$ cat src/rtl/ltp_frame_tx.sv
// Serial transmitter for LTP lamp codes: queues {L,T,P} words in a small FIFO and
// sends each one on TXD as start, L, T, P, odd parity, stop.
module ltp_frame_tx #(
  parameter int BIT_CYCLES = 4,
  parameter int FIFO_DEPTH = 4
) (
  input  logic                        CLK,
  input  logic                        RST_N,
  input  logic                        L,
  input  logic                        T,
  input  logic                        P,
  input  logic                        VALID,
  output logic                        READY,
  output logic                        TXD,
  output logic                        BUSY,
  output logic [$clog2(FIFO_DEPTH):0] LEVEL
);

  localparam int AW = $clog2(FIFO_DEPTH);
  localparam int LW = AW + 1;
  localparam logic [7:0]    CNT_MAX    = 8'(BIT_CYCLES - 1);
  localparam logic [LW-1:0] FULL_LEVEL = LW'(FIFO_DEPTH);

  typedef enum logic [2:0] {
    IDLE,
    START,
    DATA,
    PARITY,
    STOP
  } state_t;

  logic [2:0]    mem [FIFO_DEPTH];
  logic [AW-1:0] wptr;
  logic [AW-1:0] rptr;
  logic [LW-1:0] level;
  logic [LW-1:0] level_next;
  logic          ready_q;

  state_t        state;
  logic [7:0]    cnt;
  logic [1:0]    bitidx;
  logic [3:0]    shreg;

  logic          push;
  logic          pop;
  logic          nonempty;
  logic          bit_done;
  logic [2:0]    head;

  assign nonempty = (level != '0);
  assign bit_done = (cnt == CNT_MAX);
  assign head     = mem[rptr];
  assign push     = VALID && ready_q;
  // A new word is taken either from idle or at the very end of a stop bit,
  // which is what makes consecutive frames run back-to-back.
  assign pop      = nonempty && ((state == IDLE) || ((state == STOP) && bit_done));

  assign READY = ready_q;
  assign LEVEL = level;

  always_comb begin
    level_next = level;
    if (push && !pop) begin
      level_next = level + 1'b1;
    end else if (pop && !push) begin
      level_next = level - 1'b1;
    end
  end

  always_ff @(posedge CLK) begin
    if (push) begin
      mem[wptr] <= {L, T, P};
    end
  end

  // READY is computed from the next occupancy so it is a plain register output.
  always_ff @(posedge CLK) begin
    if (!RST_N) begin
      wptr    <= '0;
      rptr    <= '0;
      level   <= '0;
      ready_q <= 1'b0;
    end else begin
      if (push) begin
        wptr <= wptr + 1'b1;
      end
      if (pop) begin
        rptr <= rptr + 1'b1;
      end
      level   <= level_next;
      ready_q <= (level_next != FULL_LEVEL);
    end
  end

  // The shift register holds {L,T,P,parity}; its MSB is the next bit to drive.
  always_ff @(posedge CLK) begin
    if (!RST_N) begin
      state  <= IDLE;
      cnt    <= '0;
      bitidx <= '0;
      shreg  <= '0;
      TXD    <= 1'b1;
      BUSY   <= 1'b0;
    end else begin
      case (state)
        IDLE: begin
          cnt <= '0;
          if (pop) begin
            state  <= START;
            shreg  <= {head, ~^head};
            TXD    <= 1'b0;
            BUSY   <= 1'b1;
          end
        end

        START: begin
          if (bit_done) begin
            cnt    <= '0;
            bitidx <= '0;
            state  <= DATA;
            TXD    <= shreg[3];
            shreg  <= {shreg[2:0], 1'b0};
          end else begin
            cnt <= cnt + 1'b1;
          end
        end

        DATA: begin
          if (bit_done) begin
            cnt   <= '0;
            TXD   <= shreg[3];
            shreg <= {shreg[2:0], 1'b0};
            if (bitidx == 2'd2) begin
              state <= PARITY;
            end else begin
              bitidx <= bitidx + 1'b1;
            end
          end else begin
            cnt <= cnt + 1'b1;
          end
        end

        PARITY: begin
          if (bit_done) begin
            cnt   <= '0;
            state <= STOP;
            TXD   <= 1'b1;
          end else begin
            cnt <= cnt + 1'b1;
          end
        end

        STOP: begin
          if (bit_done) begin
            cnt <= '0;
            if (pop) begin
              state <= START;
              shreg <= {head, ~^head};
              TXD   <= 1'b0;
              BUSY  <= 1'b1;
            end else begin
              state <= IDLE;
              TXD   <= 1'b1;
              BUSY  <= 1'b0;
            end
          end else begin
            cnt <= cnt + 1'b1;
          end
        end

        default: begin
          state <= IDLE;
          cnt   <= '0;
          TXD   <= 1'b1;
          BUSY  <= 1'b0;
        end
      endcase
    end
  end

endmodule

$ cat config.mk
export PLATFORM = sky130hd
export DESIGN_NAME = ltp_frame_tx
export DESIGN_NICKNAME = d
export VERILOG_FILES = /design/src/rtl/ltp_frame_tx.sv
export SDC_FILE = /design/constraint.sdc
export NUM_CORES = 1
export LEC_CHECK = 0
export ABC_AREA = 1
export CAP_MARGIN = 20
export CORE_MARGIN = 4
export CORE_UTILIZATION = 45
export DETAILED_ROUTE_END_ITERATION = 8
export DONT_BUFFER_PORTS = 1
export GPL_ROUTABILITY_DRIVEN = 0
export PLACE_DENSITY_LB_ADDON = 0.12
export REMOVE_ABC_BUFFERS = 1
export SLEW_MARGIN = 40
export SYNTH_ARGS = -nofsm -noshare
export SYNTH_HDL_FRONTEND = slang
export SYNTH_SLANG_ARGS = --single-unit
$ cat constraint.sdc
create_clock -name CLK -period 2 [get_ports CLK]
set_clock_uncertainty 0.05 [all_clocks]
set_input_delay 0.3 -clock CLK [delete_from_list [all_inputs] [get_ports CLK]]
set_output_delay 0.3 -clock CLK [all_outputs]
set_load 0.005 [all_outputs]
==> summary.md, run 1 <==
| Metric | Value |
|---|---|
| Status | finished, final reports clean |
| Final Max Tran Viols | 0 |
| Die height | 75.3 um |
| Avg Inst Size Synth | 7.99 sq um |
| Required @ worst endpoint | 2130 ps |
| Top-area cell type share of the netlist area | 28.5% |
| Clk sinks | 41 |
| CP Data Arrival Time | 1810 ps |
| CTS tree | yes |
| Largest net degree at the start of global routing | 14 |
| CTS buffer count | 5 |
| All-layer global routing usage | 15.0% |
| Fillcell total | 404 |
| Fin nets | 275 |
| Fin crit period | 1690 ps |
| N_diodes | 0 |
| IO buf count | 0 |
| Crit Path Class | reg -> reg |
| Pre-antenna DRT Iters | 4 |
| Synth area leaders | dfxtp_1, edfxtp_1, nand2_1 |
| Most frequent cell after synthesis | nand2_1 |
| Post-synthesis sequential area ratio | 46.2% |
| Clk Latency, worst-skew pair | 290 ps |
| H-tree depth | 2 |
| HPWL after DPL | 2730 um |
| FF+latch count, synth | 41 |
| Setup slack, reg-to-reg | 310 ps |
| Post-Syn Area | 0.00204 sq mm |
| CP Max Fanout | 6 |
| Final total power | 3120 uW |
| Drt drc | 0 |
| Unique masters post-synth | 28 |
| DIE AREA | 0.00567 sq mm |
| Worst min path class | in -> reg |
| Area Growth Syn to Fin | 6.88% |
| Net Switching | 1340 uW |
| Layout cells sized above 1 | 15.3% |
| Maximum clock insertion buffer count | 2 |
| Sequential Power Share | 38.8% |
| Drt first-iter violations | 86 |
| Antenna-violating nets left | 0 |
| Worst Setup Start Kind | register |
| PwrDens | 1430 mW/mm^2 |
| Worst VDD drop | 0.000773 V |
| First-pass GRT wire length | 6410 um |
| Setup TNS | 0 ps |
| F_max | 593 MHz |
| DR vias/cell | 5.02 |
| Row count | 24 |
| Leak | 0.000914 uW |
| Post-synth top flop | dfxtp_1 |
| Unrepaired setup endpoints after global routing | false |
| Core area | 0.00435 sq mm |
| Async SR Flop Fraction | 0% |
| CTS resizes | 0 |
| Drt wl/cell | 12.0 um |
| Total wire length | 3760 um |
| Clock share of power | 16.8% |
| Cell count after synthesis | 255 |
| Combinational share of power | 44.4% |
| Total grt overflow | 0 |
| Number of global-route vias before repair | 1411 |
| Clock transition at path regs | 90 ps |
| Sw Share | 43.0% |
| Die width | 75.3 um |
| Post-synth EDFFs | 12 |
| Largest area contributor in the netlist | dfxtp_1 |
| Top Ports | 12 |
| Final setup viols | 0 |
| Internal | 1780 uW |
| CTS Hold Buffers Added | 0 |
| Max Cap Viol | 0 |
| Final period utilization | 84.3% |
| Vias | 1570 |
| Worst relative slew slack | 76.8% |
| Yosys warnings | 0 |
| Starting Density | 46.8% |
| Post-synth top cells | nand2_1, dfxtp_1, nor2_1 |
| Root Driver | clkbuf_8 |
| Hold Vio Cnt, Final | 0 |
| Min Hold Slack | 46.8 ps |
| Setup Fix Bufs, Post-CTS | 0 |
| Worst-Margin Slew | 348 ps |
| CP Capture Type | register |
| Initial antenna violation count | 0 |
## layer usage
| layer | up-vias | routed length [um] | global-route usage (%) |
|---|---|---|---|
| met2 | 23 | 1610 | 21.2 |
| met3 | 4 | 165 | 4.67 |
| met5 | - | 0 | 0 |
| met4 | 0 | 33 | 6.02 |
| li1 | 838 | - | - |
| met1 | 705 | 1950 | 21.2 |
## logic make-up (layout without fill, tap and decap cells)
kind of cell    count (synthesis)  in the layout  synth area share, %
compound gates                 27             27                 6.82
xor+xnor                        2              2                0.860
fa+ha+maj                       9              9                 5.53
buf+inv                        35             41                 6.51
flops                          41             41                 46.2
simple gates                  141            141                 34.1
## final timing paths
path,from,to,depth (start not counted)
worst max-delay path,LEVEL[0]$_SDFF_PN0_,READY$_SDFF_PN0_,12
worst min-delay path,P,mem[1][0]$_DFFE_PP_,0
worst max register to register,LEVEL[0]$_SDFF_PN0_,READY$_SDFF_PN0_,12
worst min register to register,cnt[0]$_SDFF_PP0_,cnt[0]$_SDFF_PP0_,1
## per-stage QoR
| step | worst slack (ps) | instance area (sq um) | cells | utilization (%) |
|---|---|---|---|---|
| after global placement | 368 | 2090 | 305 | 48.1 |
| after CTS | 302 | 2180 | 313 | 50.0 |
| after global routing | 73.8 | 2180 | 313 | 50.0 |
| after floorplan | 479 | 2030 | 253 | - |
| final | 315 | 2180 | 313 | 50.0 |
| after detailed placement | 302 | 2090 | 305 | 48.1 |
## power groups by stage
stage / logic (uW) / clock network, uW / registers (uW)
2_1_floorplan: 1160 / 0 / 1190
3_3_place_gp: 1380 / 0 / 1230
3_5_place_dp: 1390 / 0 / 1230
4_1_cts: 1390 / 542 / 1210
5_1_grt: 1620 / 569 / 1240
6_report: 1390 / 525 / 1210
## layout make-up
cell class                 count  area (sq um)  area share (%)
clock buffer                   6          72.6            3.33
clock inverter                 2          11.3           0.517
inverter                      33           124            5.69
multi-input combinational    179           963            44.3
sequential                    41           941            43.2
tap                           52          65.1            2.99
## registers in the layout (all words and copies together), names as in the netlist, named ones only
signal,flops
cnt,8
state,3
TXD,1
wptr,2
mem,12
shreg,4
BUSY,1
rptr,2
bitidx,2
LEVEL,3
READY,1
## layout by cell type (no fill, tap or decap), types with 2 or more instances in the layout
cell type	netlist	layout
dfxtp_1	29	29
clkinv_1	1	2
nand3_2	2	2
nand2_2	11	11
nor3b_2	3	3
nor2_2	4	4
inv_1	22	22
clkbuf_8	0	5
xor2_1	2	2
o21ai_1	6	6
ha_1	9	9
nor2_1	25	25
nand4_1	7	7
a21oi_1	14	14
edfxtp_1	12	12
nand3_1	20	20
o21ai_0	6	6
nand2_1	62	62
inv_2	10	10
## worst max-delay path, stage by stage (launching register included)
cell     delay, ps
dfxtp_1        400
inv_1          100
ha_1           200
inv_1           60
nor2_2          60
nor2_8         130
nand2_2        110
nand3_1        150
nand2_1         70
nand2_1         60
nand2_1         40
nand2_1         70
nand3_1         70
No activity file was read; power rests on OpenSTA's default activity.
==> inputs of run 2 (changes only) <==
clock period = 1.68 ns   (was 2 ns; I/O delays follow)
==> summary.md, run 2 (synthesized netlist as in run 1, its figures left out) <==
| Metric | Value |
|---|---|
| Final Cell Area | 0.00234 sq mm (+7.5%) |
| Root Driver | clkbuf_8 |
| Initial antenna violation count | 0 (unchanged) |
| Required @ worst endpoint | 1810 ps (-320 ps) |
| Clk Latency, worst-skew pair | 290 ps (about the same) |
| Commonest non-fill, non-tap cells in the layout | nand2_1, dfxtp_1, nor2_1 |
| PwrDens | 1790 mW/mm^2 (+25%) |
| CP Data Arrival Time | 1670 ps (-140 ps) |
| Sequential Power Share | 34.3% (-4.5 points) |
| Die height | 75.3 um (unchanged) |
| Final period utilization | 91.5% (+7.2 points) |
| H-tree depth | 2 (unchanged) |
| Most used cell, CP | nand2_1 |
| Final total power | 4200 uW (+34%) |
| All-layer global routing usage | 15.0% (+0.059 points) |
| Cells after DPL | 307 (+0.66%) |
| DR vias/cell | 4.95 (-1.4%) |
| Worst path slowest cell | dfxtp_1 |
| Maximum clock insertion buffer count | 2 (unchanged) |
| Most common cell after layout, fill and taps aside | nand2_1 |
| Status | finished, final reports clean |
| Worst min path class | in -> reg |
| Row count | 24 (unchanged) |
| Min Hold Slack | 35.3 ps (-11.4 ps) |
| Total wire length | 3720 um (-1.1%) |
| First-pass GRT wire length | 6490 um (+1.3%) |
| Drt drc | 0 (unchanged) |
| CP Max Fanout | 6 (unchanged) |
| Combinational share of power | 43.5% (-0.9 points) |
| Max Cap Viol | 0 (unchanged) |
| Reg with most FFs | mem |
| Placed cell areas | 0.00211 sq mm (+0.72%) |
| Area Growth Syn to Fin | 14.9% |
| CP Capture Type | register |
| Final Max Tran Viols | 0 (unchanged) |
| Pre-antenna DRT Iters | 4 (unchanged) |
| Hold Vio Cnt, Final | 0 (unchanged) |
| Worst relative slew slack | 73.8% (-3.0 points) |
| Setup TNS | 0 ps (unchanged) |
| Worst Path Buf+Inv | 2 (unchanged) |
| Antenna-violating nets left | 0 (unchanged) |
| Worst Setup Start Kind | register |
| Largest net degree at the start of global routing | 14 (unchanged) |
| IO buf count | 0 (unchanged) |
| N_diodes | 0 (unchanged) |
| Final setup viols | 0 (unchanged) |
| Clk sinks | 41 (unchanged) |
| Crit Path Class | reg -> reg |
| Unrepaired setup endpoints after global routing | false |
| CTS tree | yes |
| Die width | 75.3 um (unchanged) |
| Leak | 0.000989 uW (+8.3%) |
| Largest register FFs | 12 (unchanged) |
| Sw Share | 39.8% (-3.2 points) |
| Layout cells sized above 1 | 20.1% (+4.8 points) |
| Drt first-iter violations | 96 (+12%) |
| Vias | 1583 (+0.83%) |
| Worst VDD drop | 0.000779 V (+0.80%) |
| CTS buffer count | 5 (unchanged) |
| Worst path max stage delay | 320 ps (-80 ps) |
| Clock share of power | 22.1% (+5.3 points) |
| Top Ports | 12 (unchanged) |
| Net Switching | 1670 uW (+24%) |
| DIE AREA | 0.00567 sq mm (unchanged) |
| Fin crit period | 1540 ps (-148 ps) |
| F_max | 651 MHz (+9.6%) |
| Non-filler cells, final | 320 (+2.2%) |
| Fin nets | 282 (+2.5%) |
| Drt wl/cell | 11.6 um (-3.3%) |
| HPWL after DPL | 2760 um (+0.89%) |
| Largest regs | mem (12), cnt (8), shreg (4) |
| Starting Density | 46.8% (unchanged) |
| CP delay by family, top | simple AND/OR/NAND/NOR gates |
| Worst-Margin Slew | 392 ps (+44.4 ps) |
| Core area | 0.00435 sq mm (unchanged) |
| Internal | 2530 uW (+42%) |
| Clock transition at path regs | 80 ps (about the same) |
| CP Cell Sequence | inv_1, ha_2, inv_2, nor2_4, nor2_8, nand2_4, nand2_4, nand2_4, nand2_1, nand2_1, nand2_1, nand2_1, nand3_1 |
| Total grt overflow | 0 (unchanged) |
| Number of global-route vias before repair | 1438 (+1.9%) |
## run 2: changes by cell type in the layout (fill, tap and decap cells not counted), moves of 3 or more
cell and delta:
dfxtp_1 -3, dlygate4sd3_1 +4, dfxtp_2 +3, buf_4 +3, nand2_4 +4, nand2_2 -4
## run 2: worst paths after layout
kind                                          start                  end  slack, ps  cells after the start
worst min-delay path                          RST_N  LEVEL[1]$_SDFF_PN0_         40                      2
worst max register to register  LEVEL[1]$_SDFF_PN0_     READY$_SDFF_PN0_        140                     13
worst max-delay path            LEVEL[1]$_SDFF_PN0_     READY$_SDFF_PN0_        140                     13
worst min register to register    cnt[0]$_SDFF_PP0_    cnt[0]$_SDFF_PP0_        390                      1
## run 2: worst reg2reg max path: stages, from the launching register on
cell	delay, ps
dfxtp_1	320
inv_1	80
ha_2	170
inv_2	40
nor2_4	160
nor2_8	80
nand2_4	100
nand2_4	70
nand2_4	70
nand2_1	60
nand2_1	50
nand2_1	40
nand2_1	60
nand3_1	80
## run 2: layout make-up
type	instances	area, sq um
timing repair buffer	7	62.6
clock inverter	3	65.1
fill	399	2010
inverter	33	124
tap	52	65.1
multi-input combinational	179	1010
sequential	41	945
clock buffer	5	68.8
## run 2: routing by layer
layer	vias to the layer above	share of wire (%)	GRT usage (%)
li1	850	-	-
met1	710	51	21.5
met2	18	44	22.0
met3	5	4.0	4.67
met4	0	1.1	4.08
met5	-	0	0
## run 2: power groups by stage
stage | Combinational (uW) | Sequential [uW] | Clock, uW
floorplan | 1380 | 1410 | 0
global placement | 1690 | 1440 | 0
detailed placement | 1700 | 1450 | 0
CTS | 1720 | 1430 | 960
global route | 2110 | 1470 | 985
finish | 1830 | 1440 | 929
## run 2: through the flow
stage	setup slack (ps)	utilization (%)
2_1_floorplan	159	-
3_3_place_gp	28.1	48.4
3_5_place_dp	26.0	48.4
4_1_cts	4.57	52.4
5_1_grt	0.830	53.8
6_report	143	53.8
## run 2: what timing repair did
item / CTS / global route
gates resized for setup: 0 / 15
setup endpoints to repair: 0 / 21
hold buffers: 4 / 0
endpoints found under the hold margin: 13 / 0
setup buffers: 0 / 1
